**config.mk**
```make
export PLATFORM = sky130hd
export DESIGN_NAME = uart_rx_fifo
export DESIGN_NICKNAME = d
export VERILOG_FILES = /design/src/rtl/uart_rx_fifo.sv
export SDC_FILE = /design/constraint.sdc
export NUM_CORES = 1
export LEC_CHECK = 0
export CORE_AREA = 4 4 104 146
export CTS_BUF_LIST = sky130_fd_sc_hd__clkbuf_16
export CTS_CLUSTER_DIAMETER = 30
export DETAILED_ROUTE_END_ITERATION = 10
export DIE_AREA = 0 0 108 150
export PLACE_DENSITY = 0.71
export SYNTH_ARGS = -nofsm -noshare
export SYNTH_HDL_FRONTEND = slang
export SYNTH_SLANG_ARGS = --single-unit
```
**constraint.sdc**
```tcl
create_clock -name clk -period 6.4 [get_ports clk]
set_input_delay 0.64 -clock clk [delete_from_list [all_inputs] [get_ports clk]]
set_output_delay 0.64 -clock clk [all_outputs]
set_load 0.05 [all_outputs]
```
**src/rtl/uart_rx_fifo.sv**
```systemverilog
`timescale 1ns/1ps
`default_nettype none
// ============================================================================
// Module   : uart_rx_fifo
// Purpose  : 16x-oversampling 8N1 UART receiver with a first-word-fall-through
//            receive FIFO and single-cycle framing / overrun error pulses.
// Ports    : clk            - system clock
//            rst_n          - asynchronous active-low reset
//            rx_serial_i    - asynchronous serial line, idle high
//            rx_data_o      - registered byte at the FIFO head
//            rx_valid_o     - FIFO non-empty, rx_data_o valid
//            rx_ready_i     - consumer pop (pops when rx_valid_o & rx_ready_i)
//            fifo_count_o   - current FIFO occupancy
//            framing_err_o  - one-cycle pulse, stop bit sampled low
//            overrun_err_o  - one-cycle pulse, byte dropped on a full FIFO
//            rx_busy_o      - receiver FSM not idle
// Revision : 1.0 - initial release
// ============================================================================
module uart_rx_fifo #(
  parameter int CLKS_PER_TICK = 54,
  parameter int FIFO_DEPTH    = 16
) (
  input  logic                          clk,
  input  logic                          rst_n,
  input  logic                          rx_serial_i,
  output logic [7:0]                    rx_data_o,
  output logic                          rx_valid_o,
  input  logic                          rx_ready_i,
  output logic [$clog2(FIFO_DEPTH):0]   fifo_count_o,
  output logic                          framing_err_o,
  output logic                          overrun_err_o,
  output logic                          rx_busy_o
);

  localparam int c_aw = $clog2(FIFO_DEPTH);
  localparam int c_cw = c_aw + 1;
  localparam int c_tw = $clog2(CLKS_PER_TICK);
  localparam logic [c_tw-1:0] c_tick_last = c_tw'(CLKS_PER_TICK - 1);
  localparam logic [c_cw-1:0] c_depth     = c_cw'(FIFO_DEPTH);

  typedef enum logic [2:0] {
    ST_IDLE  = 3'd0,
    ST_START = 3'd1,
    ST_DATA  = 3'd2,
    ST_STOP  = 3'd3,
    ST_BREAK = 3'd4
  } state_e;

  // --------------------------------------------------------------------------
  // Input synchronizer; idles high so reset does not look like a start edge.
  // --------------------------------------------------------------------------
  logic sync1_q;
  logic rx_s_q;

  always_ff @(posedge clk or negedge rst_n) begin
    if (!rst_n) begin
      sync1_q <= 1'b1;
      rx_s_q  <= 1'b1;
    end else begin
      sync1_q <= rx_serial_i;
      rx_s_q  <= sync1_q;
    end
  end

  // --------------------------------------------------------------------------
  // Receiver FSM with tick generator, sample/bit counters and shift register.
  // --------------------------------------------------------------------------
  state_e          state_q;
  logic [c_tw-1:0] tick_cnt_q;
  logic [3:0]      sample_q;
  logic [2:0]      bit_q;
  logic [7:0]      shift_q;
  logic            framing_q;
  logic            w_tick;
  logic            w_push_req;

  assign w_tick = (tick_cnt_q == c_tick_last);

  // Stop bit sampled high: the assembled byte is offered to the FIFO.
  assign w_push_req = (state_q == ST_STOP) && w_tick && (sample_q == 4'd15) && rx_s_q;

  always_ff @(posedge clk or negedge rst_n) begin
    if (!rst_n) begin
      state_q    <= ST_IDLE;
      tick_cnt_q <= '0;
      sample_q   <= '0;
      bit_q      <= '0;
      shift_q    <= '0;
      framing_q  <= 1'b0;
    end else begin
      framing_q  <= 1'b0;
      tick_cnt_q <= w_tick ? '0 : tick_cnt_q + 1'b1;
      case (state_q)
        ST_IDLE: begin
          if (!rx_s_q) begin
            state_q    <= ST_START;
            sample_q   <= '0;
            // Realign the tick phase to the start edge.
            tick_cnt_q <= '0;
          end
        end
        ST_START: begin
          if (w_tick) begin
            if (sample_q == 4'd7) begin
              if (rx_s_q) begin
                state_q <= ST_IDLE;
              end else begin
                sample_q <= '0;
                bit_q    <= '0;
                state_q  <= ST_DATA;
              end
            end else begin
              sample_q <= sample_q + 4'd1;
            end
          end
        end
        ST_DATA: begin
          if (w_tick) begin
            sample_q <= sample_q + 4'd1;
            if (sample_q == 4'd15) begin
              // LSB arrives first, so shift right and fill from the top.
              shift_q <= {rx_s_q, shift_q[7:1]};
              if (bit_q == 3'd7) begin
                state_q <= ST_STOP;
              end else begin
                bit_q <= bit_q + 3'd1;
              end
            end
          end
        end
        ST_STOP: begin
          if (w_tick) begin
            sample_q <= sample_q + 4'd1;
            if (sample_q == 4'd15) begin
              if (rx_s_q) begin
                state_q <= ST_IDLE;
              end else begin
                framing_q <= 1'b1;
                state_q   <= ST_BREAK;
              end
            end
          end
        end
        ST_BREAK: begin
          // Hold here for the whole low period so a break yields one error.
          if (rx_s_q) begin
            state_q <= ST_IDLE;
          end
        end
        default: state_q <= ST_IDLE;
      endcase
    end
  end

  // --------------------------------------------------------------------------
  // Receive FIFO (first-word-fall-through, registered head).
  // --------------------------------------------------------------------------
  logic [7:0]      mem_q [FIFO_DEPTH];
  logic [c_aw-1:0] wr_ptr_q, wr_ptr_d;
  logic [c_aw-1:0] rd_ptr_q, rd_ptr_d;
  logic [c_cw-1:0] count_q, count_d;
  logic [c_cw-1:0] w_remain;
  logic [7:0]      rx_data_q, rx_data_d;
  logic            rx_valid_q;
  logic            overrun_q;
  logic            w_pop;
  logic            w_full;
  logic            w_push;
  logic            w_overrun;

  always_comb begin
    w_pop     = rx_valid_q & rx_ready_i;
    w_full    = (count_q == c_depth);
    // A simultaneous pop frees a slot, so a full FIFO can still accept.
    w_push    = w_push_req & (~w_full | w_pop);
    w_overrun = w_push_req & w_full & ~w_pop;
    count_d   = count_q + c_cw'(w_push) - c_cw'(w_pop);
    rd_ptr_d  = rd_ptr_q + c_aw'(w_pop);
    wr_ptr_d  = wr_ptr_q + c_aw'(w_push);
    w_remain  = count_q - c_cw'(w_pop);
    // Next head: the incoming byte if nothing older remains, else storage.
    if (w_remain == '0) begin
      rx_data_d = w_push ? shift_q : rx_data_q;
    end else begin
      rx_data_d = mem_q[rd_ptr_d];
    end
  end

  always_ff @(posedge clk) begin
    if (w_push) begin
      mem_q[wr_ptr_q] <= shift_q;
    end
  end

  always_ff @(posedge clk or negedge rst_n) begin
    if (!rst_n) begin
      wr_ptr_q   <= '0;
      rd_ptr_q   <= '0;
      count_q    <= '0;
      rx_data_q  <= 8'h00;
      rx_valid_q <= 1'b0;
      overrun_q  <= 1'b0;
    end else begin
      wr_ptr_q   <= wr_ptr_d;
      rd_ptr_q   <= rd_ptr_d;
      count_q    <= count_d;
      rx_data_q  <= rx_data_d;
      rx_valid_q <= (count_d != '0);
      overrun_q  <= w_overrun;
    end
  end

  assign rx_data_o     = rx_data_q;
  assign rx_valid_o    = rx_valid_q;
  assign fifo_count_o  = count_q;
  assign framing_err_o = framing_q;
  assign overrun_err_o = overrun_q;
  assign rx_busy_o     = (state_q != ST_IDLE);

endmodule
`default_nettype wire

```
==> reports/results.ini <==
[route]
num_vias = 3804
dr.pass1.iters = 4
ant_nets = 0
wl_per_cell_um = 21.9
route.detailed.drc = 0
drt-total-wl_um = 14500
drt_iter0_markers = 210
post_drt_via_cell_ratio = 5.74

[cells_and_area]
nNetsFinal = 488
n_antenna_cell = 0
syn_to_final_growth_pct = 12.9
final_core_util_pct = 61.1
layout-drive-gt1-share_pct = 20.1
register_area_um2 = 5100
fillCellCount = 1014
multi_input_area_um2 = 2290
final_cells = 663

[synthesis]
synthFlopType = edfxtp_1
ys_warn_count = 0
syn_area_um2 = 7500
ys_ff_latch = 178
syn-num-nets = 456
syn_inst = 433
synth_edf_count = 128
synth_seq_area_share_pct = 68.0
synth.avg_cell_area_um2 = 17.3
postSynth.asyncResetShare_pct = 28.1
synth.distinct_cells = 48

[run_status]
status = complete, no violations

[pwr]
p_per_area_nw_per_um2 = 361
p_seq_share_pct = 42.5
vdd_drop_max_uv = 268
p_int_mw = 2.15
p_total_mw = 3.06
switching_share_pct = 29.7
p_sw_uw = 908
power.leakage_nw = 3.48
clkPwrFrac_pct = 31.8
p_comb_share_pct = 25.7

[critical_path]
path_max_fanout = 13
cp-end-kind = flop
critPathArrivalTime_ps = 3810
reg2reg_depth = 11
required_ps = 6690
start_kind = flop
crit_type = reg -> reg

[placement]
hpwlAfterDp_um = 9370
place_congestion = 0.791
dp_cells = 631
portBuffers = 20

[timing]
fmax_mhz = 284
rsz0062_at_grt = no
slew_headroom_pct = 11.0
worst_pin_slew_ps = 1330
tns_ps = 0
finalHoldWorstSlack_ps = 343
finalCritPeriodShare_pct = 55.0
layout_min_cycle_time_ps = 3520
maxSlewViolCount = 0
setup_viol = 0
hold_viol_final = 0
finClkSkew_ps = 13.1

[die]
io_pins = 21
die_h_um = 150
die_w_um = 108
coreArea_um2 = 13800
start_util_pct = 54.1
row_count = 51
dieArea_um2 = 16200

[clock_tree]
cts_buffers = 17
cts_max_level = 4
cts.sinks = 178
postCtsSetupRepairBufs = 0
cts_resized = 0
clk_latency_ps = 430
cts_tree = built
cts.path.max_buffers = 2
cts_root_buf = clkbuf_16
cts_hold_buf = 0
clkTransAtPathRegs_ps = 60

[hold_path]
hp-class = in -> async

[global_route]
grt_max_degree = 51
grt_pass1_vias = 4112
grt_pass1_wl_um = 23000
grt_antenna_before_repair = 0
grt_usage_pct = 19.8
overflow = 0

[job]
cap_violations = 0

==> power by group through the flow <==
stage / clock network [mW] / logic (mW) / registers [mW]
2_1_floorplan: 0 / 0.561 / 1.38
3_3_place_gp: 0 / 0.793 / 1.32
3_5_place_dp: 0 / 0.796 / 1.32
4_1_cts: 0.988 / 0.802 / 1.30
5_1_grt: 1.04 / 0.851 / 1.30
6_report: 0.973 / 0.786 / 1.30
==> registers in the layout, indices dropped and copies added, names as in the netlist, 4 cells and up <==
name and count:
tick_cnt_q 6, fifo_count_o 5, mem_q 128, wr_ptr_q 4
shift_q 8, sample_q 4, rd_ptr_q 4, rx_data_o 8
==> routing by layer <==
layer / global-route usage (%) / vias to the layer above / part of all wire [%]
met5: 0 / - / 0
met1: 24.2 / 1954 / 39
li1: - / 1733 / -
met4: 8.40 / 0 / 2.3
met2: 34.0 / 96 / 54
met3: 4.06 / 21 / 4.3
==> cell usage after synthesis, drive strengths merged, types with 3 or more instances <==
cell type  instances  area (µm²)
buf               10        60.1
and3               4        25.0
edfxtp           128        3840
nand3              8        40.0
dfrtp             48        1200
o21ai              4        20.0
nor3               7        40.0
mux2i             33         330
xnor2              9        78.8
nand2b             4        25.0
nor2              32         120
a21oi              6        30.0
inv               14        52.6
clkbuf             3        11.3
nand4              3        18.8
nand2             11        41.3
mux4              32         721
a22o               3        26.3
xor2               6        60.1
mux2              20         225
nand3b             5        37.5
ha                18         225
==> cell type report <==
type / count / area share [%]
clock buffers: 17 / 5.03
multi-input cells: 228 / 27.0
well taps: 185 / 2.74
repair buffers: 26 / 2.84
flip-flops and latches: 178 / 60.2
clock inverters: 15 / 1.49
inverters: 14 / 0.621
==> worst max-delay path: stages (launching register included) <==
cell	delay [ps]
dfrtp_1	520
or2_1	300
or4_4	590
o21ai_0	210
ha_1	190
inv_1	50
fa_1	390
o21bai_1	170
a21oi_1	100
xnor2_1	140
nor2_1	120
or4b_2	590
==> final timing paths <==
kind | startpoint | end | slack (ps)
max | state_q[2] | rx_valid_o | 2880
min | rst_n | rd_ptr_q[3] | 340
max reg2reg | state_q[2] | rx_valid_o | 2880
min reg2reg | sync1_q | rx_s_q | 350
max in group asynchronous | rst_n | tick_cnt_q[1] | 5580
min in group clk | sync1_q | rx_s_q | 350
==> metrics by stage <==
stage | cell area (µm²) | setup WS (ps)
2_1_floorplan | 7500 | 3190
3_3_place_gp | 7910 | 2840
3_5_place_dp | 7910 | 2810
4_1_cts | 8460 | 2880
5_1_grt | 8460 | 2600
6_report | 8460 | 2880
==> cells in the final DEF, fill, tap and decap left out, types with 5 or more instances in the layout <==
master and instances:
clkinv_1 5, mux2_2 20, mux4_2 32, buf_4 6, mux2i_1 33, xor2_1 5, dfrtp_1 48, nor2_1 32
a21oi_1 6, clkbuf_16 17, edfxtp_1 128, ha_1 17, clkdlybuf4s50_1 19, nand3b_1 5, xnor2_1 9, nand2_1 11
nand3_1 8, inv_1 15
==> logic make-up after synthesis <==
kind of cell               after synthesis  share of synthesized area (%)
DFF                                    178                           68.0
muxes                                   85                           17.0
and+or+nand+nor                         85                           6.09
buffers and inverters                   27                           1.65
AOI/OAI and AO/OA                       24                           2.10
adders and majority gates               19                           3.27
xor gates and xnor gates                15                           1.85
No activity file was read; power rests on OpenSTA's default activity.
